**src/rtl/cart_bus_arbiter.sv**
```systemverilog
// Two-port arbiter and phase sequencer for the external cartridge bus.
// Port A (core) and port B (aux agent) alternate on ties; each access runs setup/strobe/hold/done.
module cart_bus_arbiter #(
   parameter int unsigned SETUP_CYC  = 1,
   parameter int unsigned STROBE_CYC = 2,
   parameter int unsigned HOLD_CYC   = 1
) (
   input  logic        clk,
   input  logic        rst_n,
   input  logic        a_req,
   input  logic        a_we,
   input  logic [15:0] a_addr,
   input  logic [7:0]  a_wdata,
   output logic        a_ack,
   output logic [7:0]  a_rdata,
   input  logic        b_req,
   input  logic        b_we,
   input  logic [15:0] b_addr,
   input  logic [7:0]  b_wdata,
   output logic        b_ack,
   output logic [7:0]  b_rdata,
   output logic [15:0] bus_a,
   output logic [7:0]  bus_dout,
   output logic        bus_doe,
   input  logic [7:0]  bus_din,
   output logic        bus_rd,
   output logic        bus_wr,
   output logic        bus_cs,
   output logic        busy
);

   localparam int unsigned CNT_W = 4;
   localparam logic [CNT_W-1:0] SETUP_LD  = CNT_W'(SETUP_CYC - 1);
   localparam logic [CNT_W-1:0] STROBE_LD = CNT_W'(STROBE_CYC - 1);
   localparam logic [CNT_W-1:0] HOLD_LD   = CNT_W'(HOLD_CYC - 1);

   typedef enum logic [2:0] {
      IDLE   = 3'd0,
      SETUP  = 3'd1,
      STROBE = 3'd2,
      HOLD   = 3'd3,
      DONE   = 3'd4
   } state_t;

   state_t           state;
   logic [CNT_W-1:0] cnt;
   logic             cmd_we;
   logic             cur_b;
   logic             last_b;
   logic [7:0]       rd_reg;

   logic             gnt_b_c;
   logic             sel_we_c;
   logic [15:0]      sel_addr_c;
   logic [7:0]       sel_wdata_c;

   // Grant B when it is alone, or when both request and A was served last.
   always_comb begin
      gnt_b_c     = b_req && (!a_req || !last_b);
      sel_we_c    = a_we;
      sel_addr_c  = a_addr;
      sel_wdata_c = a_wdata;
      if (gnt_b_c) begin
         sel_we_c    = b_we;
         sel_addr_c  = b_addr;
         sel_wdata_c = b_wdata;
      end
   end

   always_ff @(posedge clk or negedge rst_n) begin
      if (!rst_n) begin
         state    <= IDLE;
         cnt      <= '0;
         cmd_we   <= 1'b0;
         cur_b    <= 1'b0;
         last_b   <= 1'b1;
         rd_reg   <= '0;
         a_ack    <= 1'b0;
         a_rdata  <= '0;
         b_ack    <= 1'b0;
         b_rdata  <= '0;
         bus_a    <= '0;
         bus_dout <= '0;
         bus_doe  <= 1'b0;
         bus_rd   <= 1'b0;
         bus_wr   <= 1'b0;
         bus_cs   <= 1'b0;
         busy     <= 1'b0;
      end else begin
         case (state)
            IDLE: begin
               if (a_req || b_req) begin
                  state   <= SETUP;
                  cnt     <= SETUP_LD;
                  cur_b   <= gnt_b_c;
                  last_b  <= gnt_b_c;
                  cmd_we  <= sel_we_c;
                  bus_a   <= sel_addr_c;
                  bus_cs  <= (sel_addr_c[15:13] == 3'b101);
                  bus_doe <= sel_we_c;
                  busy    <= 1'b1;
                  if (sel_we_c) begin
                     bus_dout <= sel_wdata_c;
                  end
               end
            end
            SETUP: begin
               if (cnt == '0) begin
                  state  <= STROBE;
                  cnt    <= STROBE_LD;
                  bus_rd <= !cmd_we;
                  bus_wr <= cmd_we;
               end else begin
                  cnt <= cnt - CNT_W'(1);
               end
            end
            STROBE: begin
               // Read data is taken on the edge that closes the last strobe cycle.
               if (cnt == '0) begin
                  state  <= HOLD;
                  cnt    <= HOLD_LD;
                  bus_rd <= 1'b0;
                  bus_wr <= 1'b0;
                  rd_reg <= bus_din;
               end else begin
                  cnt <= cnt - CNT_W'(1);
               end
            end
            HOLD: begin
               if (cnt == '0) begin
                  state   <= DONE;
                  bus_cs  <= 1'b0;
                  bus_doe <= 1'b0;
                  if (cur_b) begin
                     b_ack <= 1'b1;
                     if (!cmd_we) begin
                        b_rdata <= rd_reg;
                     end
                  end else begin
                     a_ack <= 1'b1;
                     if (!cmd_we) begin
                        a_rdata <= rd_reg;
                     end
                  end
               end else begin
                  cnt <= cnt - CNT_W'(1);
               end
            end
            DONE: begin
               state <= IDLE;
               a_ack <= 1'b0;
               b_ack <= 1'b0;
               busy  <= 1'b0;
            end
            default: begin
               state <= IDLE;
            end
         endcase
      end
   end

endmodule

```
**config.mk**
```make
export PLATFORM = sky130hd
export DESIGN_NAME = cart_bus_arbiter
export DESIGN_NICKNAME = d
export VERILOG_FILES = /design/src/rtl/cart_bus_arbiter.sv
export SDC_FILE = /design/constraint.sdc
export NUM_CORES = 1
export LEC_CHECK = 0
export ABC_AREA = 1
export BUFFER_PORTS_ARGS = -buffer_cell sky130_fd_sc_hd__buf_2
export CORE_ASPECT_RATIO = 0.9
export CORE_UTILIZATION = 45
export CTS_CLUSTER_DIAMETER = 40
export DETAILED_ROUTE_END_ITERATION = 10
export PLACE_DENSITY = 0.73
export SLEW_MARGIN = 20
export SYNTH_ARGS = -nofsm -noshare
export SYNTH_HDL_FRONTEND = slang
export SYNTH_SLANG_ARGS = --single-unit
```
**constraint.sdc**
```tcl
create_clock -name clk -period 2.69 [get_ports clk]
set_input_delay 0.1345 -clock clk [delete_from_list [all_inputs] [get_ports clk]]
set_output_delay 0.1345 -clock clk [all_outputs]
set_load 0.005 [all_outputs]
```
* Word-level counts from Yosys, hierarchy flattened
Index checks and enable logic that the tools add are counted.
** Cells by class
- $add $sub $neg :: 1
- Equal/unequal tests :: 12
- Multiplexer cells :: 30
- Bitwise operators :: 2
- Reduce and logical (&&, ||, !) cells :: 25
** Operators by type and width (number)
- $reduce_and 3->1 :: 6
- $mux 16 :: 1
- $mux 4 :: 4
- $pmux 4 s4 :: 1
- $ne 2x2->1 const B :: 7
- $pmux 1 s2 :: 7
- $mux 3 :: 4
- $pmux 3 s4 :: 1
- $reduce_and 4->1 :: 3
- $mux 1 :: 11
- $mux 8 :: 1
- $reduce_bool 2->1 :: 4
- $eq 3x2->1 const B :: 2
- $eq 3x3->1 const B :: 2
- $reduce_and 2->1 :: 3
- $logic_not 4->1 :: 1
- $reduce_bool 4->1 :: 1
- $sub 4x1->4 const B :: 1
- $eq 3x1->1 const B :: 1
- $logic_not 1->1 :: 3
- $logic_not 3->1 :: 1
- $logic_or 1x1->1 :: 2
- $not 1->1 :: 2
- $logic_and 1x1->1 :: 1
** Word-level totals
- Register bits :: 65
- Input port bits :: 62
- Output and inout port bits :: 47
- Logic and storage cells :: 87

* Logic depth before layout (Yosys ltp)
Gate-level depths: netlist (run 1).
- Depth in word-level cells :: 7
- Depth in mapped cells :: 9

* Worst setup path before layout (run 1)
No wires, ideal clock.
- Path kind :: register to register
- Start point :: register cnt[0]
- End point :: register a_rdata[5]
- Setup time :: 0.119 ns
- Arrival time :: 1.458 ns
- Slack :: 1.113 ns
- Stages on the path, launching flop included :: 9
- Path buffers :: 1
- Period minus slack after synthesis :: 1.577 ns
- Cells stage by stage :: dfrtp_1 -> inv_1 -> ha_1 -> nand3_2 -> nor2_8 -> nand3_4 -> buf_6 -> nand2_1 -> o21ai_2
** Between the ends
- Longest elaborated chain between the ends :: 2
** Ends and longest elaborated chain
- start: declaration :: RTL line 46 : logic [CNT_W-1:0] cnt;
- start signal: assignment :: RTL line 114 : cnt <= cnt - CNT_W'(1);
- start signal: assignment :: RTL line 126 : cnt <= cnt - CNT_W'(1);
- start signal: assignment :: RTL line 146 : cnt <= cnt - CNT_W'(1);
- $logic_not 4->1 :: RTL line 130 : if (cnt == '0) begin
- $reduce_and 4->1 (no line)
- end signal: assignment :: RTL line 142 : a_rdata <= rd_reg;
- end: declaration :: RTL line 15 : output logic [7:0] a_rdata,
No other way between the ends.
A chain may end at the register's enable or synchronous reset.

* Final worst setup path (run 1)
- Start point :: register cnt[0]
- End point :: register b_rdata[6]
** Between the ends
- Longest elaborated chain between the ends :: 2
** Ends and longest elaborated chain
- $logic_not 4->1 :: RTL line 130
- $reduce_and 4->1 (no line)
- end signal: assignment :: RTL line 137 : b_rdata <= rd_reg;
- end: declaration :: RTL line 21 : output logic [7:0] b_rdata,
No other way between the ends.

==> flow_summary.ini, run 1 <==
[outcome]
status = complete, no violations

[clock_tree]
cts_resized = 0
postCtsSetupBuffers = 0
clockRootBuffer = clkbuf_8
clk_latency_ns = 0.33
cts_tree = done
path_clk_slew_ns = 0.07
cts_buffers = 9
hold_buffers = 3
cts_max_level = 3
clock-sinks = 65
clk_path_buf_depth = 2

[place]
io_buffers = 108
gp_congestion = 0.838
placed_cells = 558
dpl_worst_slack_ns = 0.916
dp_hpwl_microns = 5230
placedInstanceArea_sq_mm = 0.00370

[yosys]
synth_warnings = 0
yosysSeqAreaShare = 0.525
netlist_instances = 366
syn_nets = 430
synth.avg_cell_area_sq_um = 8.47
syn-cell-area_sq_mm = 0.00310
synth_cell_types = 28
synth.ff_latch_count = 65

[global_routing]
track_usage = 0.222
grt_overflow = 0
grt_pass1_wl_microns = 12100
grt_pass1_vias = 2688
antenna_found_initial = 0
grt_max_degree = 29
grt.met1_usage = 0.292
gr-max-usage-layer = met2
use_met3 = 0.0498
met2_usage = 0.348

[routing]
vias = 2766
drt_iter0_markers = 183
dr.pass1.iters = 5
route.detailed.drc = 0
wl_per_cell_microns = 12.6
ant_nets = 0
avgViaCountPerCell = 4.79
totalWireLength_microns = 7260

[critical_path]
crit_path_start = cnt[0]
arrival_ns = 2.02
timing.rr.end = b_rdata[6]
path_cells = inv_1 > ha_1 > nand3_2 > nor2_8 > nand3_4 > nand2_1 > o21ai_2
crit_path_end = b_rdata[6]
start_kind = flip-flop
worstRegToRegCells = 7
criticalPathCategory = reg2reg
crit_family = simple AND/OR/NAND/NOR gates
path_max_fanout = 16
crit_cells = 7
critPathMaxStageDelay_ns = 0.40
crit_required_ns = 2.91
crit_slowest_cell = dfrtp_1
timing.reg2reg.setup_slack_ns = 0.89
end_kind = flip-flop
cp.buffers_inverters = 1
r2r_start = cnt[0]

[floorplan]
fp.coreArea_sq_mm = 0.00662
die_w_microns = 89.5
die_h_microns = 80.7
ioPinCount = 109
start_util = 0.468
row_count = 28
dieArea_sq_mm = 0.00722

[cells_and_area]
multi_input_area_sq_mm = 0.00128
post-route-util = 0.604
area_growth_pct = 29.1
final_nets = 546
register_area_sq_mm = 0.00163
fill_cells = 625
antenna-diode-count = 0
drive_above_1_share = 0.329
largest_register_ffs = 16
final-instance-count-excl-fill = 577
finalInstanceArea_sq_mm = 0.00400
mostFrequentLayoutCells = nand2_1, buf_2, dfrtp_1
final_common_cell = nand2_1
top_register = bus_a

[timing]
setup-violations-final = 0
finalCritPeriodShare = 0.669
rsz0062_at_grt = no
timing.final.hold_violations = 0
fmax_ghz = 0.555
skew_ns = 0.00844
slew_headroom = 0.608
fin_ws_ns = 0.890
drv_slew = 0
tightest_slew_ns = 0.589
finalHoldWorstSlack_ns = 0.0180
tns_ns = 0
fin_crit_ns = 1.80

[job]
drv_cap = 0

[hold_path]
hold_path_depth = 3
hold_class = in2reg

[power]
p_leak_nw = 2.21
powerDensity_mw_per_mm2 = 1160
power_mw = 4.63
ir_drop_mv = 0.470
-- cell usage after synthesis (all sizes together) --
| cell | instances | area share |
|---|---|---|
| o31ai | 1 | 0.0024 |
| nor2 | 26 | 0.045 |
| dfstp | 1 | 0.0085 |
| a21oi | 4 | 0.0065 |
| nor3 | 1 | 0.0016 |
| nand3 | 26 | 0.056 |
| ha | 2 | 0.0081 |
| nand4 | 1 | 0.0020 |
| buf | 8 | 0.023 |
| dfrtp | 64 | 0.52 |
| nand3b | 2 | 0.0048 |
| nand2 | 143 | 0.18 |
| o21ai | 55 | 0.11 |
| inv | 30 | 0.037 |
| clkbuf | 2 | 0.0028 |
-- worst min-delay path by stage --
| stage | startpoint | end | slack [ns] |
|---|---|---|---|
| finish | bus_din[0] | rd_reg[0] | 0.02 |
| global route | bus_din[2] | rd_reg[2] | 0.01 |
| CTS | bus_din[0] | rd_reg[0] | 0.004 |
| detailed placement | rst_n | bus_rd | 0.18 |
| global placement | rst_n | cnt[3] | 0.17 |
| floorplan | rst_n | a_ack | -0.16 |
-- tightest hold or removal path, delay by kind of cell --
family	cells	cell delay, ns
buffers and inverters	1	0.08
AOI/OAI and AO/OA	1	0.06
and+or+nand+nor	1	0.04
-- cell families (layout without fill, tap and decap cells) --
family / after synthesis / after routing / share of synthesized area
and+or+nand+nor: 199 / 199 / 0.286
buffers and inverters: 40 / 161 / 0.0626
AOI/OAI and AO/OA: 60 / 60 / 0.118
adders and majority gates: 2 / 2 / 0.00807
DFF: 65 / 65 / 0.525
-- routing by layer --
layer / up-vias / wire length (microns) / share of wire
li1: 1405 / - / -
met1: 1264 / 3320 / 0.46
met2: 80 / 3450 / 0.48
met3: 17 / 318 / 0.044
met4: 0 / 171 / 0.024
met5: - / 0 / 0
-- power breakdown --
part           switching (mW)  total (mW)  internal [mW]
clock                   0.380        1.09          0.711
sequential              0.265        1.70           1.44
combinational            1.12        1.83          0.710
total                    1.77        4.63           2.86
-- final cells by class --
type / instances / share of cell area
multi-input combinational: 261 / 0.319
clock buffer: 9 / 0.0310
timing repair buffer: 115 / 0.150
clock inverter: 7 / 0.0357
sequential: 65 / 0.407
tap: 90 / 0.0282
inverter: 30 / 0.0288
Note: power is estimated with default switching activity, not from simulation.
==> run 2, diff against run 1 <==
- clock period: 2.69 -> 1.8 ns (I/O delays scaled with it)
==> run 2 against run 1 <==
Die area unchanged. Cell count up 2.3%. Critical path depth up 2. Global-route usage up 0.67 points. Critical endpoint is now bus_cs. Highest routed layer unchanged.
==> flow_summary.ini, run 2 (synthesized netlist as in run 1, its figures left out) <==
[global_routing]
grt_max_degree = 42
grt_pass1_vias = 2797
antenna_found_initial = 0
grt_overflow = 0
grt_pass1_wl_microns = 12500
track_usage = 0.229

[routing]
totalWireLength_microns = 7380
avgViaCountPerCell = 4.82
wl_per_cell_microns = 12.5
ant_nets = 0
dr.pass1.iters = 7
route.detailed.drc = 0
drt_iter0_markers = 137
vias = 2842

[cells_and_area]
drive_above_1_share = 0.326
final_common_cell = nand2_1
mostFrequentLayoutCells = nand2_1, buf_2, dfrtp_1
finalInstanceArea_sq_mm = 0.00415
final-instance-count-excl-fill = 590
top_register = bus_a
largest_register_ffs = 16
area_growth_pct = 34.0
antenna-diode-count = 0
final_nets = 559

[critical_path]
timing.reg2reg.setup_slack_ns = 0.20
arrival_ns = 1.88
criticalPathCategory = reg2reg
crit_required_ns = 2.07
worstRegToRegCells = 9
end_kind = flip-flop
start_kind = flip-flop
path_max_fanout = 24

[floorplan]
dieArea_sq_mm = 0.00722
die_w_microns = 89.5
ioPinCount = 109
fp.coreArea_sq_mm = 0.00662
die_h_microns = 80.7
start_util = 0.468
row_count = 28

[clock_tree]
clock-sinks = 65
clk_latency_ns = 0.34
cts_buffers = 9
clockRootBuffer = clkbuf_8
cts_max_level = 3
path_clk_slew_ns = 0.08
clk_path_buf_depth = 2
postCtsSetupBuffers = 0
cts_tree = done

[timing]
fin_ws_ns = 0.198
drv_slew = 0
tns_ns = 0
timing.final.hold_violations = 0
skew_ns = 0.00821
setup-violations-final = 0
tightest_slew_ns = 0.502
slew_headroom = 0.664
fin_crit_ns = 1.60
rsz0062_at_grt = no
fmax_ghz = 0.624
finalCritPeriodShare = 0.890

[outcome]
status = complete, no violations

[power]
p_leak_nw = 2.27
powerDensity_mw_per_mm2 = 1690
ir_drop_mv = 0.800

[place]
dpl_worst_slack_ns = 0.112
gp_congestion = 0.827
placedInstanceArea_sq_mm = 0.00375
io_buffers = 108
dp_hpwl_microns = 5150
placed_cells = 561

[job]
drv_cap = 0

[hold_path]
hold_class = in2reg
hold_path_depth = 3
## run 2: cell count changes in the layout (fill, tap and decap cells not counted)
cell / change
dlygate4sd3_1: +10
nand3_2: -1
clkinv_4: -2
buf_4: +1
clkinvlp_4: +1
inv_6: +1
buf_12: +2
nand3_4: +1
## run 2: where the power goes
part	internal, mW	switching [mW]	leakage, nW
clock network	1.06	0.580	0.130
logic	1.13	1.71	1.33
registers	2.15	0.374	0.813
total	4.34	2.66	2.27
## run 2: what timing repair did
action,CTS,global route
endpoints found under the setup margin,0,4
gates resized for setup,0,1
hold buffers,13,0
endpoints found under the hold margin,76,0
## run 2: through the flow
stage	hold slack [ns]	total power, mW	utilization
after detailed placement	0.0902	5.34	0.567
after global placement	0.0889	5.24	0.567
after global routing	0.00418	7.62	0.627
after floorplan	-0.206	4.35	-
after CTS	0.00265	7.04	0.626
final	0.0206	7.00	0.627
## run 2: area by class of cell
cell class,instances,area (sq um)
multi-input combinational,261,1280
sequential,65,1630
timing repair buffer,128,748
clock buffer,9,124
fill,585,2470
tap,90,113
clock inverter,7,141
inverter,30,115
## run 2: critical path, stage by stage, from the launching register on
cell and delay, ns:
dfstp_2 0.53, nand2_1 0.10, nand2_1 0.14, buf_4 0.29, nand2_1 0.08, nand2_1 0.11, nand2_1 0.06, nor2_1 0.11
nand2_1 0.06, nand2_1 0.07
## run 2: final timing paths
check,start,to
worst max-delay path,last_b,bus_cs
worst min-delay path,b_addr[11],bus_a[11]
worst max register to register,last_b,bus_cs
worst min register to register,last_b,last_b
max in group asynchronous,rst_n,last_b
min in group asynchronous,rst_n,bus_a[2]
## run 2: metal layers
metal / GRT usage / share of wire / up-vias / routed length [microns]
met3: 0.0528 / 0.041 / 10 / 301
met4: 0.0794 / 0.016 / 0 / 120
met1: 0.297 / 0.45 / 1329 / 3290
li1: - / - / 1424 / -
met5: 0 / 0 / - / 0
met2: 0.377 / 0.50 / 79 / 3670
==> run 3, diff against run 2 <==
- CORE_UTILIZATION: 45 -> 40
- PLACE_DENSITY: 0.73 -> 0.69
- RECOVER_POWER: not set -> 100
- clock period: 1.8 -> 1.35 ns (I/O delays scaled with it)
==> run 3 against run 2 <==
The flow now finishes with violations (hold timing, setup timing). Sequential power up 40%. Hold slack got worse by 0.035 ns. Cell count up 9.5%. Routed wire length grew 25%. Clock skew is 0.0024 ns higher. Die area rose by 12%. Total power rose by 55%. First-iteration DRC count rose by 29%. Critical path type unchanged. Critical endpoint is now bus_a[10]. Largest power group unchanged.
==> flow_summary.ini, run 3 (synthesized netlist as in run 1, its figures left out) <==
[outcome]
status = finished with violations
violations = hold timing, setup timing

[timing]
setup-violations-final = 56
fin_crit_ns = 1.45
finalCritPeriodShare = 1.07
fin_ws_ns = -0.101
tightest_slew_ns = 0.550
timing.final.hold_violations = 4
finalHoldWorstSlack_ns = -0.0147
slew_headroom = 0.633
rsz0062_at_grt = yes
drv_slew = 0
skew_ns = 0.0106
fmax_ghz = 0.689

[power]
power_mw = 10.8
ir_drop_mv = 1.05
powerDensity_mw_per_mm2 = 2210
p_leak_nw = 2.48

[cells_and_area]
antenna-diode-count = 0
area_growth_pct = 58.2
fill_cells = 625
drive_above_1_share = 0.458
top_register = bus_a
register_area_sq_mm = 0.00163
multi_input_area_sq_mm = 0.00166
final_nets = 609
mostFrequentLayoutCells = nand2_1, buf_2, dfrtp_1
final_common_cell = nand2_1
largest_register_ffs = 16

[floorplan]
start_util = 0.413
die_w_microns = 94.8
fp.coreArea_sq_mm = 0.00751
ioPinCount = 109
dieArea_sq_mm = 0.00810
row_count = 30
die_h_microns = 85.5

[critical_path]
start_kind = flip-flop
timing.reg2reg.setup_slack_ns = -0.10
criticalPathCategory = reg2reg
arrival_ns = 1.68
worstRegToRegCells = 7
end_kind = flip-flop
path_max_fanout = 7
crit_required_ns = 1.58

[job]
drv_cap = 0

[hold_path]
hold_path_depth = 3
hold_class = in2reg

[routing]
totalWireLength_microns = 9230
drt_iter0_markers = 177
dr.pass1.iters = 4
route.detailed.drc = 0
ant_nets = 0
avgViaCountPerCell = 4.91
wl_per_cell_microns = 14.3
vias = 3172

[clock_tree]
clockRootBuffer = clkbuf_8
clk_latency_ns = 0.35
cts_buffers = 9
path_clk_slew_ns = 0.07
cts_max_level = 3
clk_path_buf_depth = 2
cts_tree = done
clock-sinks = 65

[place]
gp_congestion = 0.857
dp_hpwl_microns = 5820
dpl_worst_slack_ns = -0.102
io_buffers = 108

[global_routing]
grt_max_degree = 30
track_usage = 0.222
grt_overflow = 0
antenna_found_initial = 0
grt_pass1_vias = 2972
grt_pass1_wl_microns = 13800
## run 3: changes by cell type in the layout (fill, tap and decap cells not counted), moves of 6 or more
cell / delta
buf_2: -26
buf_4: +19
buf_6: +11
clkbuf_1: +25
dlygate4sd3_1: +8
inv_1: -6
nand2_1: -41
nand2_2: +27
nand2_4: +12
nand3_1: -10
nand3_2: +10
o21ai_0: -13
o21ai_2: +9
## run 3: worst max-delay path, cell delays in order (launching register included)
cell and delay (ns):
dfrtp_1 0.44, nor2_4 0.18, nand2_4 0.09, nor2_8 0.21, buf_12 0.20, clkinv_8 0.09
nand2_2 0.07, o21ai_1 0.05
## run 3: metal layers
layer  vias up  track usage  wire [microns]
li1       1531            -               -
met1      1515        0.286            3970
met2       102        0.360            4630
met3        24       0.0488             412
met4         0       0.0964             219
met5         -            0               0
## run 3: worst paths after layout
kind,endpoint,from
worst max-delay path,bus_a[10],state[2]
worst min-delay path,bus_a[8],b_addr[8]
worst max register to register,bus_a[10],state[2]
worst min register to register,bus_cs,bus_cs
max in group asynchronous,state[1],rst_n
min in group asynchronous,bus_a[13],rst_n
## run 3: area by class of cell
class                      count  area share
multi-input combinational    264       0.338
sequential                    65       0.332
timing repair buffer         172       0.236
clock buffer                  10      0.0260
inverter                      30      0.0260
tap                           96      0.0245
clock inverter                 6     0.00893
timing repair inverter         3     0.00791
## run 3: power by group
| part | switching [mW] | internal (mW) | leakage [nW] |
|---|---|---|---|
| Sequential | 0.647 | 2.87 | 0.811 |
| Clock | 0.804 | 0.672 | 0.0866 |
| Combinational | 3.20 | 2.63 | 1.58 |
| Total | 4.65 | 6.18 | 2.48 |
## run 3: through the flow
stage	instances	setup TNS (ns)	cell area [sq um]	util
after floorplan	366	-0.802	3140	-
after detailed placement	594	-1.65	4020	0.535
after global placement	594	-0.650	4020	0.535
after CTS	636	-0.791	4520	0.602
after global routing	646	-6.56	4900	0.653
final	646	-2.75	4900	0.653
## run 3: timing repair
| item | CTS | global route |
|---|---|---|
| buffers inserted | 3 | 7 |
| endpoints found under the setup margin | 44 | 64 |
| cloned | 3 | 4 |
| gates resized for setup | 15 | 111 |
| hold buffers | 20 | 1 |
| pin swaps | 4 | 20 |
| hold endpoints to repair | 29 | 1 |
